[src/rtl/tap_pkg.sv]
// Shared types and constants for the boundary-scan TAP controller:
// state encodings, default instruction width/opcodes, capture pattern
// and the decoded per-state flags handed from the FSM to the datapath.
package tap_pkg;

    // Standard 1149.1 4-bit state encodings.
    typedef enum logic [3:0] {
        TAP_EXIT2_DR   = 4'h0,
        TAP_EXIT1_DR   = 4'h1,
        TAP_SHIFT_DR   = 4'h2,
        TAP_PAUSE_DR   = 4'h3,
        TAP_SELECT_IR  = 4'h4,
        TAP_UPDATE_DR  = 4'h5,
        TAP_CAPTURE_DR = 4'h6,
        TAP_SELECT_DR  = 4'h7,
        TAP_EXIT2_IR   = 4'h8,
        TAP_EXIT1_IR   = 4'h9,
        TAP_SHIFT_IR   = 4'hA,
        TAP_PAUSE_IR   = 4'hB,
        TAP_RUN_IDLE   = 4'hC,
        TAP_UPDATE_IR  = 4'hD,
        TAP_CAPTURE_IR = 4'hE,
        TAP_RESET      = 4'hF
    } tap_state_e;

    localparam int TAP_IR_LEN = 3;

    localparam logic [TAP_IR_LEN-1:0] TAP_OP_EXTEST = 3'b000;
    localparam logic [TAP_IR_LEN-1:0] TAP_OP_SAMPLE = 3'b001;
    localparam logic [TAP_IR_LEN-1:0] TAP_OP_BYPASS = 3'b111;

    // Two LSBs captured into the IR shift stage; upper bits are zero.
    localparam logic [1:0] TAP_IR_CAPTURE = 2'b01;

    // One-hot view of the states the datapath acts on.
    typedef struct packed {
        logic test_reset;
        logic capture_dr;
        logic shift_dr;
        logic update_dr;
        logic capture_ir;
        logic shift_ir;
        logic update_ir;
    } tap_flags_t;

endpackage

[src/rtl/tap_fsm.sv]
// 16-state TAP state machine: state register, next-state decode from TMS,
// and a flag decode of the current state for the datapath.
module tap_fsm
    import tap_pkg::*;
(
    input  logic       TCLK,
    input  logic       RstBar,
    input  logic       TMS,
    output tap_state_e state,
    output tap_flags_t flags
);

    tap_state_e next_state;

    // State register; reset forces Test-Logic-Reset.
    always_ff @(posedge TCLK or negedge RstBar) begin
        if (!RstBar) begin
            state <= TAP_RESET;
        end else begin
            state <= next_state;
        end
    end

    // Next-state decode following the 1149.1 state diagram.
    always_comb begin
        next_state = state;
        case (state)
            TAP_RESET:      next_state = TMS ? TAP_RESET     : TAP_RUN_IDLE;
            TAP_RUN_IDLE:   next_state = TMS ? TAP_SELECT_DR : TAP_RUN_IDLE;
            TAP_SELECT_DR:  next_state = TMS ? TAP_SELECT_IR : TAP_CAPTURE_DR;
            TAP_CAPTURE_DR: next_state = TMS ? TAP_EXIT1_DR  : TAP_SHIFT_DR;
            TAP_SHIFT_DR:   next_state = TMS ? TAP_EXIT1_DR  : TAP_SHIFT_DR;
            TAP_EXIT1_DR:   next_state = TMS ? TAP_UPDATE_DR : TAP_PAUSE_DR;
            TAP_PAUSE_DR:   next_state = TMS ? TAP_EXIT2_DR  : TAP_PAUSE_DR;
            TAP_EXIT2_DR:   next_state = TMS ? TAP_UPDATE_DR : TAP_SHIFT_DR;
            TAP_UPDATE_DR:  next_state = TMS ? TAP_SELECT_DR : TAP_RUN_IDLE;
            TAP_SELECT_IR:  next_state = TMS ? TAP_RESET     : TAP_CAPTURE_IR;
            TAP_CAPTURE_IR: next_state = TMS ? TAP_EXIT1_IR  : TAP_SHIFT_IR;
            TAP_SHIFT_IR:   next_state = TMS ? TAP_EXIT1_IR  : TAP_SHIFT_IR;
            TAP_EXIT1_IR:   next_state = TMS ? TAP_UPDATE_IR : TAP_PAUSE_IR;
            TAP_PAUSE_IR:   next_state = TMS ? TAP_EXIT2_IR  : TAP_PAUSE_IR;
            TAP_EXIT2_IR:   next_state = TMS ? TAP_UPDATE_IR : TAP_SHIFT_IR;
            TAP_UPDATE_IR:  next_state = TMS ? TAP_SELECT_DR : TAP_RUN_IDLE;
            default:        next_state = TAP_RESET;
        endcase
    end

    // Output decode: flag the states the IR/DR datapath reacts to.
    always_comb begin
        flags            = '0;
        flags.test_reset = (state == TAP_RESET);
        flags.capture_dr = (state == TAP_CAPTURE_DR);
        flags.shift_dr   = (state == TAP_SHIFT_DR);
        flags.update_dr  = (state == TAP_UPDATE_DR);
        flags.capture_ir = (state == TAP_CAPTURE_IR);
        flags.shift_ir   = (state == TAP_SHIFT_IR);
        flags.update_ir  = (state == TAP_UPDATE_IR);
    end

endmodule

[src/rtl/tap_controller.sv]
// Boundary-scan TAP controller: instruction register, bypass bit,
// chain strobe decode and TDO source selection around the TAP FSM.
// TapState exposes the FSM state for debug.
module tap_controller
    import tap_pkg::*;
#(
    parameter int                 IR_LEN    = TAP_IR_LEN,
    parameter logic [IR_LEN-1:0]  OP_EXTEST = IR_LEN'(TAP_OP_EXTEST),
    parameter logic [IR_LEN-1:0]  OP_SAMPLE = IR_LEN'(TAP_OP_SAMPLE),
    parameter logic [IR_LEN-1:0]  OP_BYPASS = IR_LEN'(TAP_OP_BYPASS)
) (
    input  logic       TCLK,
    input  logic       RstBar,
    input  logic       TMS,
    input  logic       TDI,
    input  logic       BSR_SO,
    output logic       TDO,
    output logic       TDO_en,
    output logic       ShiftBR,
    output logic       ClockBR,
    output logic       UpdateBR,
    output logic       ModeControl,
    output logic [3:0] TapState
);

    localparam logic [IR_LEN-1:0] IR_CAPTURE = IR_LEN'(TAP_IR_CAPTURE);

    tap_state_e        state;
    tap_flags_t        flags;
    logic [IR_LEN-1:0] ir_sh;
    logic [IR_LEN-1:0] ir_reg;
    logic              bypass_q;
    logic              bsr_sel;
    logic              tdo_q;
    logic              tdo_en_q;
    logic              tdo_next;

    tap_fsm u_fsm (
        .TCLK   (TCLK),
        .RstBar (RstBar),
        .TMS    (TMS),
        .state  (state),
        .flags  (flags)
    );

    assign TapState = state;
    assign TDO      = tdo_q;
    assign TDO_en   = tdo_en_q;

    // EXTEST and SAMPLE route the DR path through the boundary-scan chain;
    // any other opcode behaves as BYPASS.
    assign bsr_sel = (ir_reg == OP_EXTEST) || (ir_reg == OP_SAMPLE);

    // IR shift stage: capture the fixed pattern, then shift right with TDI at the MSB.
    always_ff @(posedge TCLK or negedge RstBar) begin
        if (!RstBar) begin
            ir_sh <= '0;
        end else if (flags.capture_ir) begin
            ir_sh <= IR_CAPTURE;
        end else if (flags.shift_ir) begin
            ir_sh <= {TDI, ir_sh[IR_LEN-1:1]};
        end
    end

    // Bypass bit: cleared in Capture-DR, loads TDI in Shift-DR only when bypassing.
    always_ff @(posedge TCLK or negedge RstBar) begin
        if (!RstBar) begin
            bypass_q <= 1'b0;
        end else if (flags.capture_dr) begin
            bypass_q <= 1'b0;
        end else if (flags.shift_dr && !bsr_sel) begin
            bypass_q <= TDI;
        end
    end

    // IR update stage on the falling edge so ModeControl moves mid-cycle;
    // Test-Logic-Reset forces BYPASS.
    always_ff @(negedge TCLK or negedge RstBar) begin
        if (!RstBar) begin
            ir_reg <= OP_BYPASS;
        end else if (flags.test_reset) begin
            ir_reg <= OP_BYPASS;
        end else if (flags.update_ir) begin
            ir_reg <= ir_sh;
        end
    end

    // Select the serial source for TDO; hold the last bit outside shift states.
    always_comb begin
        tdo_next = tdo_q;
        if (flags.shift_ir) begin
            tdo_next = ir_sh[0];
        end else if (flags.shift_dr) begin
            tdo_next = bsr_sel ? BSR_SO : bypass_q;
        end
    end

    // TDO and its enable launch on the falling edge.
    always_ff @(negedge TCLK or negedge RstBar) begin
        if (!RstBar) begin
            tdo_q    <= 1'b0;
            tdo_en_q <= 1'b0;
        end else begin
            tdo_q    <= tdo_next;
            tdo_en_q <= flags.shift_ir | flags.shift_dr;
        end
    end

    // Chain strobes decoded from the registered state and current instruction.
    always_comb begin
        ClockBR     = ~(bsr_sel & (flags.capture_dr | flags.shift_dr));
        ShiftBR     = flags.shift_dr;
        UpdateBR    = bsr_sel & flags.update_dr;
        ModeControl = (ir_reg == OP_EXTEST);
    end

endmodule

[config.mk]
export PLATFORM = sky130hd
export DESIGN_NAME = tap_controller
export DESIGN_NICKNAME = d
export VERILOG_FILES = /design/src/rtl/tap_pkg.sv /design/src/rtl/tap_fsm.sv /design/src/rtl/tap_controller.sv
export SDC_FILE = /design/constraint.sdc
export NUM_CORES = 1
export LEC_CHECK = 0
export ABC_AREA = 1
export CAP_MARGIN = 20
export CORE_MARGIN = 1
export CORE_UTILIZATION = 40
export DETAILED_ROUTE_END_ITERATION = 10
export DONT_BUFFER_PORTS = 1
export PLACE_DENSITY_LB_ADDON = 0.3
export SYNTH_ARGS = -nofsm -noshare
export SYNTH_HDL_FRONTEND = slang
export SYNTH_SLANG_ARGS = --single-unit
export TNS_END_PERCENT = 20
[constraint.sdc]
create_clock -name TCLK -period 1.3 [get_ports TCLK]
set_input_delay 0.26 -clock TCLK [delete_from_list [all_inputs] [get_ports TCLK]]
set_output_delay 0.26 -clock TCLK [all_outputs]
set_load 0.02 [all_outputs]
After elaboration in Yosys (flattened, before gate mapping)
Index checks and enable logic that the tools add are counted. Widths: inputs -> output; s select.

Register bits after elaboration: 13. Bits of input ports: 5. Output and inout bits: 10. Word-level logic and storage cells: 61.

Equality and inequality tests: 16. Multiplexer cells: 22. Bitwise operators: 5. Reduce and logical (&&, ||, !) cells: 12.

Operators by type and width (count): $pmux 4 s12 (1); $eq 4x4->1 const B (8); $mux 3 (8); $eq 4x3->1 const B (4); $mux 2 (6); $eq 4x2->1 const B (2); $reduce_bool 2->1 (4); $mux 1 (6); $eq 4x1->1 const B (1); $logic_not 4->1 (1); $mux 4 (1); $reduce_or 2->1 (2); $eq 3x1->1 const B (1); $logic_not 3->1 (1); $reduce_or 3->1 (1); $and 1x1->1 (2); $or 1x1->1 (2); $logic_and 1x1->1 (1); $logic_not 1->1 (1); $logic_or 1x1->1 (1); $not 1->1 (1).

Longest topological paths before layout
Gate-level depths: netlist of run 1.

Depth in word-level cells: 6. Depth in mapped cells: 6. Mapped depth without buffers: 6.

Modules after synthesis
Synthesis of run 1 repeated with hierarchy kept, for this count alone.

Cell total of the unflattened synthesis: 102. Area total of the unflattened synthesis: 755.7 um2.

Modules (own cells, without submodules): tap_controller (times used 1, cells an instance 52, area each 432.9 um2, sequential area each 229.0 um2); tap_fsm (times used 1, cells an instance 50, area each 322.8 um2, sequential area each 105.1 um2).

==> run metrics, run 1 <==
status complete, but fails checks; failing checks design-rule violations, negative setup slack; Worst Path Required 1.04 ns; syn_area_per_cell 7.64 um^2; VDD IR max 1.31 mV; Detail Route Antenna Nets 0; antenna violations before repair 0; # port buffers 0; Max Cap Viol 0; Nets 131; Starting Density 44.6%; CP startpoint ir_reg[1]; GRT Total Usage 23.1%; Setup-failing EPs final 15; CTS tree done; EDFF count, synth 0; Post-Syn Area 703 um^2; vias in the first global route 691; dpl cells 133; FF+latch count, synth 13; fin cells 141; Final Wtd Congestion 0.804; sequential area share after synthesis 47.5%; R2R cell count 7; Slew Limit Fails 0; Data arrival, critical path 1.86 ns; post-DP HPWL 1260 um; CTS clock-pin slew for the worst setup and hold paths 0.09 ns; Clk Latency, worst-skew pair 0.35 ns; Layout area overhead 58.0%; core footprint 0.00158 mm^2; RSZ-0062 raised after global routing true; first-pass GRT wire length 3120 um; First-pass DRT Iterations 7; Ports 15; Crit Path Class flop to output port; fin area 0.00111 mm^2; via count of the routed design 739; synth unique cells 24; final WL 1960 um; clock buffer depth 2; top_reg_cell synth dfstp_2; CTS root buf clkbuf_4; Worst R2R Setup Slack -0.57 ns; ant diodes 0; FP Rows 14; largest net degree at the start of global routing 10; Post-Syn Nets 97; DRT iter0 DRCs 13; ys async rst share 100%; layout cells sized above 1 45.6%; Cells after Synth 92; Placed Area 941 um^2; Ys Warns 0; Pwr Density 3030 mW/mm^2; full die area 0.00193 mm^2; Worst setup endpoint ModeControl; Die X 43.9 um; Slew headroom 72.3%; HP Class primary input to flop; CP Capture Type output port; crit-path max FO 3; drt drc 1; Congestion Overflow GR 0; max reg flops 4; post-detailed-route wirelength per cell 13.9 um; reg2reg start ir_reg[1]; crit path setup slack, layout -0.815 ns; CTS buffer count 3; startpoint types flop; RR Endpoint bypass_q; Leak 0.000569 uW; Final Hold Violating Endpoints 0; Die H 43.9 um; Setup Skew 0.0669 ns; measured slew at the worst slew-check pin 0.413 ns; vias per cell 5.24; clk sinks 13; H-tree depth 1
-- metrics by stage --
stage / hold slack [ns] / TNS (ns) / total power (uW) / setup WS, ns / util, %
2_1_floorplan: -0.0356 / -4.36 / 1760 / -0.549 / -
3_3_place_gp: -0.0354 / -4.31 / 2460 / -0.481 / 59.7
3_5_place_dp: -0.0353 / -4.47 / 2500 / -0.489 / 59.7
4_1_cts: 0.0763 / -6.17 / 3250 / -0.799 / 69.1
5_1_grt: 0.0803 / -7.07 / 3590 / -0.852 / 70.5
6_report: 0.0723 / -6.27 / 3370 / -0.815 / 70.5
-- placed cells by master, fill, tap and decap left out, types with 2 or more instances in the layout --
cell      instances
nand2_1          23
buf_4            17
inv_1            10
dfstp_2           7
buf_6             7
nand3_1           6
nor2_1            6
inv_2             4
o21ai_0           4
dfrtp_1           4
a21oi_1           3
o21ai_1           3
inv_4             3
nand2_4           3
nor2_4            3
clkbuf_4          3
dfrtn_1           2
nand2_2           2
nand4_1           2
-- cell type report --
class	count	area, um^2
Timing Repair Buffer	27	251
Multi-Input combinational cell	63	377
Clock buffer	3	22.5
Inverter	15	65.1
Fill cell	117	465
Clock inverter	4	41.3
Sequential cell	13	334
Tap cell	16	20.0
-- report_power, final --
group	leakage [uW]	switching (uW)	internal, uW
clock	0.0000439	176	324
combinational	0.000376	1080	910
sequential	0.000149	206	676
total	0.000569	1460	1910
-- cells by family after synthesis --
| kind of cell | count (synthesis) | share of synthesized area [%] |
|---|---|---|
| simple gates | 49 | 32.0 |
| buf+inv | 16 | 9.07 |
| flops | 13 | 47.5 |
| compound gates | 14 | 11.4 |
-- worst min path at each step --
stage | startpoint | slack, ns | cells past startpoint | to
6_report | TDI | 0.07 | 2 | ir_sh[2]
5_1_grt | TDI | 0.08 | 2 | ir_sh[2]
4_1_cts | TDI | 0.08 | 2 | ir_sh[2]
3_5_place_dp | RstBar | -0.04 | 0 | bypass_q
3_3_place_gp | RstBar | -0.04 | 0 | bypass_q
2_1_floorplan | RstBar | -0.04 | 0 | bypass_q
-- worst max-delay path, cell delays in order (launching register included) --
cell and delay, ns:
dfstp_2 0.55, nor2_4 0.05, inv_2 0.08, nor2_1 0.04
buf_4 0.14
-- repair_timing --
action,in CTS,in global routing
setup buffers,1,0
pin swaps,3,2
gates resized for setup,20,6
hold buffers,1,0
hold endpoints to repair,8,0
endpoints found under the setup margin,19,20
-- layer usage --
| layer | track usage (%) | part of all wire [%] |
|---|---|---|
| met4 | 9.09 | 0.97 |
| met1 | 28.5 | 42 |
| met5 | 0 | 0 |
| met2 | 40.6 | 52 |
| met3 | 3.33 | 4.8 |
-- cell usage after synthesis, types with 2 or more instances --
library cell  count  share of area, %
dfrtp_1           4                14
nand4_1           2               1.8
o21ai_0           5               3.6
inv_1            11               5.9
nand2_1          26                14
nor2_1            8               4.3
a21oi_1           3               2.1
nand3_1           7               5.0
dfrtn_1           2               7.1
inv_2             3               1.6
dfstp_2           7                26
o21ai_1           2               1.4
Power figures use the tool's default switching activity.
==> run 2, diff against run 1 <==
ABC_AREA = not set   (was 1)
==> run 2 against run 1 <==
Compared with the run above: global-route usage shrank 3.0 points; critical path depth shrank 1; synthesized area down 5.7%; the flow finishes with violations (negative setup slack); via count down 19%; synthesized cell count fell by 22%; sequential cell count unchanged; sequential power down 2%; clock skew fell by 0.013 ns; design area decreased by 15%; critical endpoint is now UpdateBR.
==> run metrics, run 2 <==
Synth Area in XOR/XNOR 0% (unchanged); FF+latch count, synth 13 (unchanged); Setup-failing EPs final 15 (unchanged); Comb pwr share 57.3% (was 59.0%); Data arrival, critical path 1.87 ns (was 1.86 ns); largest family of logic cells by synthesized area simple AND/OR/NAND/NOR gates (unchanged); Nets 101 (was 131); RSZ-0062 raised after global routing true (unchanged); Max Cap Viol 0 (unchanged); ys async rst share 100% (unchanged); fin cells 111 (was 141); Post-Syn Nets 77 (was 97); failing checks negative setup slack (was design-rule violations, negative setup slack); vias per cell 5.37 (was 5.24); Ports 15 (unchanged); via count of the routed design 596 (was 739); mux share of post-synthesis cell area 0% (unchanged); sequential area share after synthesis 50.4% (was 47.5%); DRT iter0 DRCs 6 (was 13); measured slew at the worst slew-check pin 0.478 ns (was 0.413 ns); Die H 42.7 um (was 43.9 um); FP Rows 14 (unchanged); post-DP HPWL 1130 um (was 1260 um); layout cells sized above 1 43.2% (was 45.6%); share of total power in sequential cells 32.1% (was 26.2%); fin area 946 um^2 (was 0.00111 mm^2); CP startpoint ir_reg[2] (was ir_reg[1]); Setup Skew 0.0541 ns (was 0.0669 ns); clock power share 10.6% (was 14.8%); most frequent cells in the layout buf_4 (14), nand2_1 (11), dfstp_2 (7) (was nand2_1 (23), buf_4 (17), inv_1 (10)); GRT Total Usage 20.1% (was 23.1%); Net Sw Power 1130 uW (was 1460 uW); Placed Area 823 um^2 (was 941 um^2); reg2reg start u_fsm.state[1] (was ir_reg[1]); CTS buffer count 3 (unchanged); Post-Syn Area 663 um^2 (was 703 um^2); Detail Route Antenna Nets 0 (unchanged); VDD IR max 1.78 mV (was 1.31 mV); post-synth top area share 27.7% (was 26.2%); worst hold margin 0.126 ns (was 0.0723 ns); status complete, but fails checks (unchanged); synth unique cells 27 (was 24); EDFF count, synth 0 (unchanged); Post-Synth Simple-Gate Area 22.3% (was 32.0%); Final Hold Violating Endpoints 0 (unchanged); Pwr Density 2860 mW/mm^2 (was 3030 mW/mm^2); CTS root buf clkbuf_4 (unchanged); syn_area_per_cell 9.21 um^2 (was 7.64 um^2); crit-path max FO 2 (was 3); Die X 42.7 um (was 43.9 um); top-count cell post-synth nand2_1 (unchanged); Place WS -0.509 ns (was -0.489 ns); dpl cells 104 (was 133); Layout area overhead 42.6% (was 58.0%); # port buffers 0 (unchanged); Synth Area in Compound Gates 21.3% (was 11.4%); min-delay src TDI (unchanged); Leak 0.000447 uW (was 0.000569 uW); clock buffer depth 2 (unchanged); synth cell count leaders nand2_1 (12), dfstp_2 (7), nor2_1 (7) (was nand2_1 (26), inv_1 (11), nor2_1 (8)); Yosys top cell by area dfstp_2 (unchanged); first-pass GRT wire length 2640 um (was 3120 um); H-tree depth 1 (unchanged); Crit Path Class flop to output port (unchanged); First-pass DRT Iterations 3 (was 7); Cells after Synth 72 (was 92); CP Capture Type output port (unchanged); fillers 130 (was 117); largest net degree at the start of global routing 12 (was 10); CTS clock-pin slew for the worst setup and hold paths 0.08 ns (was 0.09 ns); Starting Density 43.5% (was 44.6%); clk sinks 13 (unchanged); antenna violations before repair 0 (unchanged); drt drc 0 (was 1); max reg flops 4 (unchanged); Worst Path Required 1.04 ns (about the same); Congestion Overflow GR 0 (unchanged); commonest non-fill, non-tap cell in the layout buf_4 (was nand2_1); HP Class primary input to flop (unchanged); Final Wtd Congestion 0.752 (was 0.804); total power 2700 uW (was 3370 uW); internal power 1580 uW (was 1910 uW); Sw Ratio 41.7% (was 43.3%); Ys Warns 0 (unchanged); full die area 0.00182 mm^2 (was 0.00193 mm^2); Synth area leaders dfstp_2 (28%), dfrtp_1 (15%), dfrtn_1 (7.5%), nand2_1 (6.8%), o21ai_0 (4.5%) (was dfstp_2 (26%), dfrtp_1 (14%), nand2_1 (14%), dfrtn_1 (7.1%), inv_1 (5.9%)); Clk Latency, worst-skew pair 0.34 ns (was 0.35 ns); ant diodes 0 (unchanged); post-detailed-route wirelength per cell 14.5 um (was 13.9 um); crit path setup slack, layout -0.827 ns (was -0.815 ns); Worst R2R Setup Slack -0.56 ns (was -0.57 ns); Slew Limit Fails 0 (unchanged); final WL 1620 um (was 1960 um); startpoint types flop (unchanged); CTS tree done (unchanged); Slew headroom 68.0% (was 72.3%); top_reg_cell synth dfstp_2 (unchanged); vias in the first global route 563 (was 691); core footprint 0.00152 mm^2 (was 0.00158 mm^2); Adder-Cell Fraction of Synth Area 0% (unchanged)
==> run 2: logic make-up (layout without fill, tap and decap cells) <==
group,Yosys count,in the layout
simple gates,30,30
compound gates,22,22
buf+inv,7,30
flops,13,13
==> run 2: area by class of cell <==
type | instances | area, um^2 | share of cell area (%)
inverter | 2 | 7.51 | 0.794
tap | 16 | 20.0 | 2.12
sequential | 13 | 334 | 35.3
clock buffer | 3 | 22.5 | 2.38
clock inverter | 4 | 15.0 | 1.59
timing repair buffer | 21 | 195 | 20.6
multi-input combinational | 52 | 352 | 37.2
==> run 2: per-stage QoR <==
step                      setup TNS, ns  utilization [%]
after CTS                         -5.98             60.8
after detailed placement          -4.32             54.0
after floorplan                   -4.98                -
after global placement            -4.23             54.0
final                             -6.13             62.1
after global routing              -6.52             62.1
==> run 2: path summary, 6_finish.rpt <==
kind | endpoint | cells past startpoint
max | UpdateBR | 3
min | ir_sh[2] | 2
max reg2reg | TDO | 3
min reg2reg | ir_reg[0] | 2
max in group asynchronous | u_fsm.state[3] | 1
min in group asynchronous | TDO_en | 0
==> run 2: worst max-delay path, stage by stage, from the launching register on <==
cell and delay [ns]:
dfstp_2 0.54, nor2_2 0.04, nor4bb_4 0.14, buf_4 0.15
==> run 2: timing repair <==
item,4_1_cts,5_1_grt
pin swaps,1,3
endpoints found under the hold margin,8,0
resized for setup,14,5
cloned,0,0
buffers inserted,0,0
endpoints found under the setup margin,15,18
hold buffers,1,0
==> run 2: power groups by stage <==
| stage | combinational [uW] | clock [uW] | sequential (uW) |
|---|---|---|---|
| 2_1_floorplan | 747 | 19.2 | 914 |
| 3_3_place_gp | 1300 | 19.2 | 827 |
| 3_5_place_dp | 1310 | 19.2 | 840 |
| 4_1_cts | 1490 | 286 | 861 |
| 5_1_grt | 1680 | 305 | 890 |
| 6_report | 1550 | 287 | 867 |
==> run 2: per-layer routing <==
layer | up-vias | wire [um] | global-route usage, %
li1 | 298 | - | -
met5 | - | 0 | 0
met1 | 281 | 737 | 25.5
met3 | 5 | 72 | 3.83
met2 | 12 | 768 | 31.8
met4 | 0 | 37 | 11.3
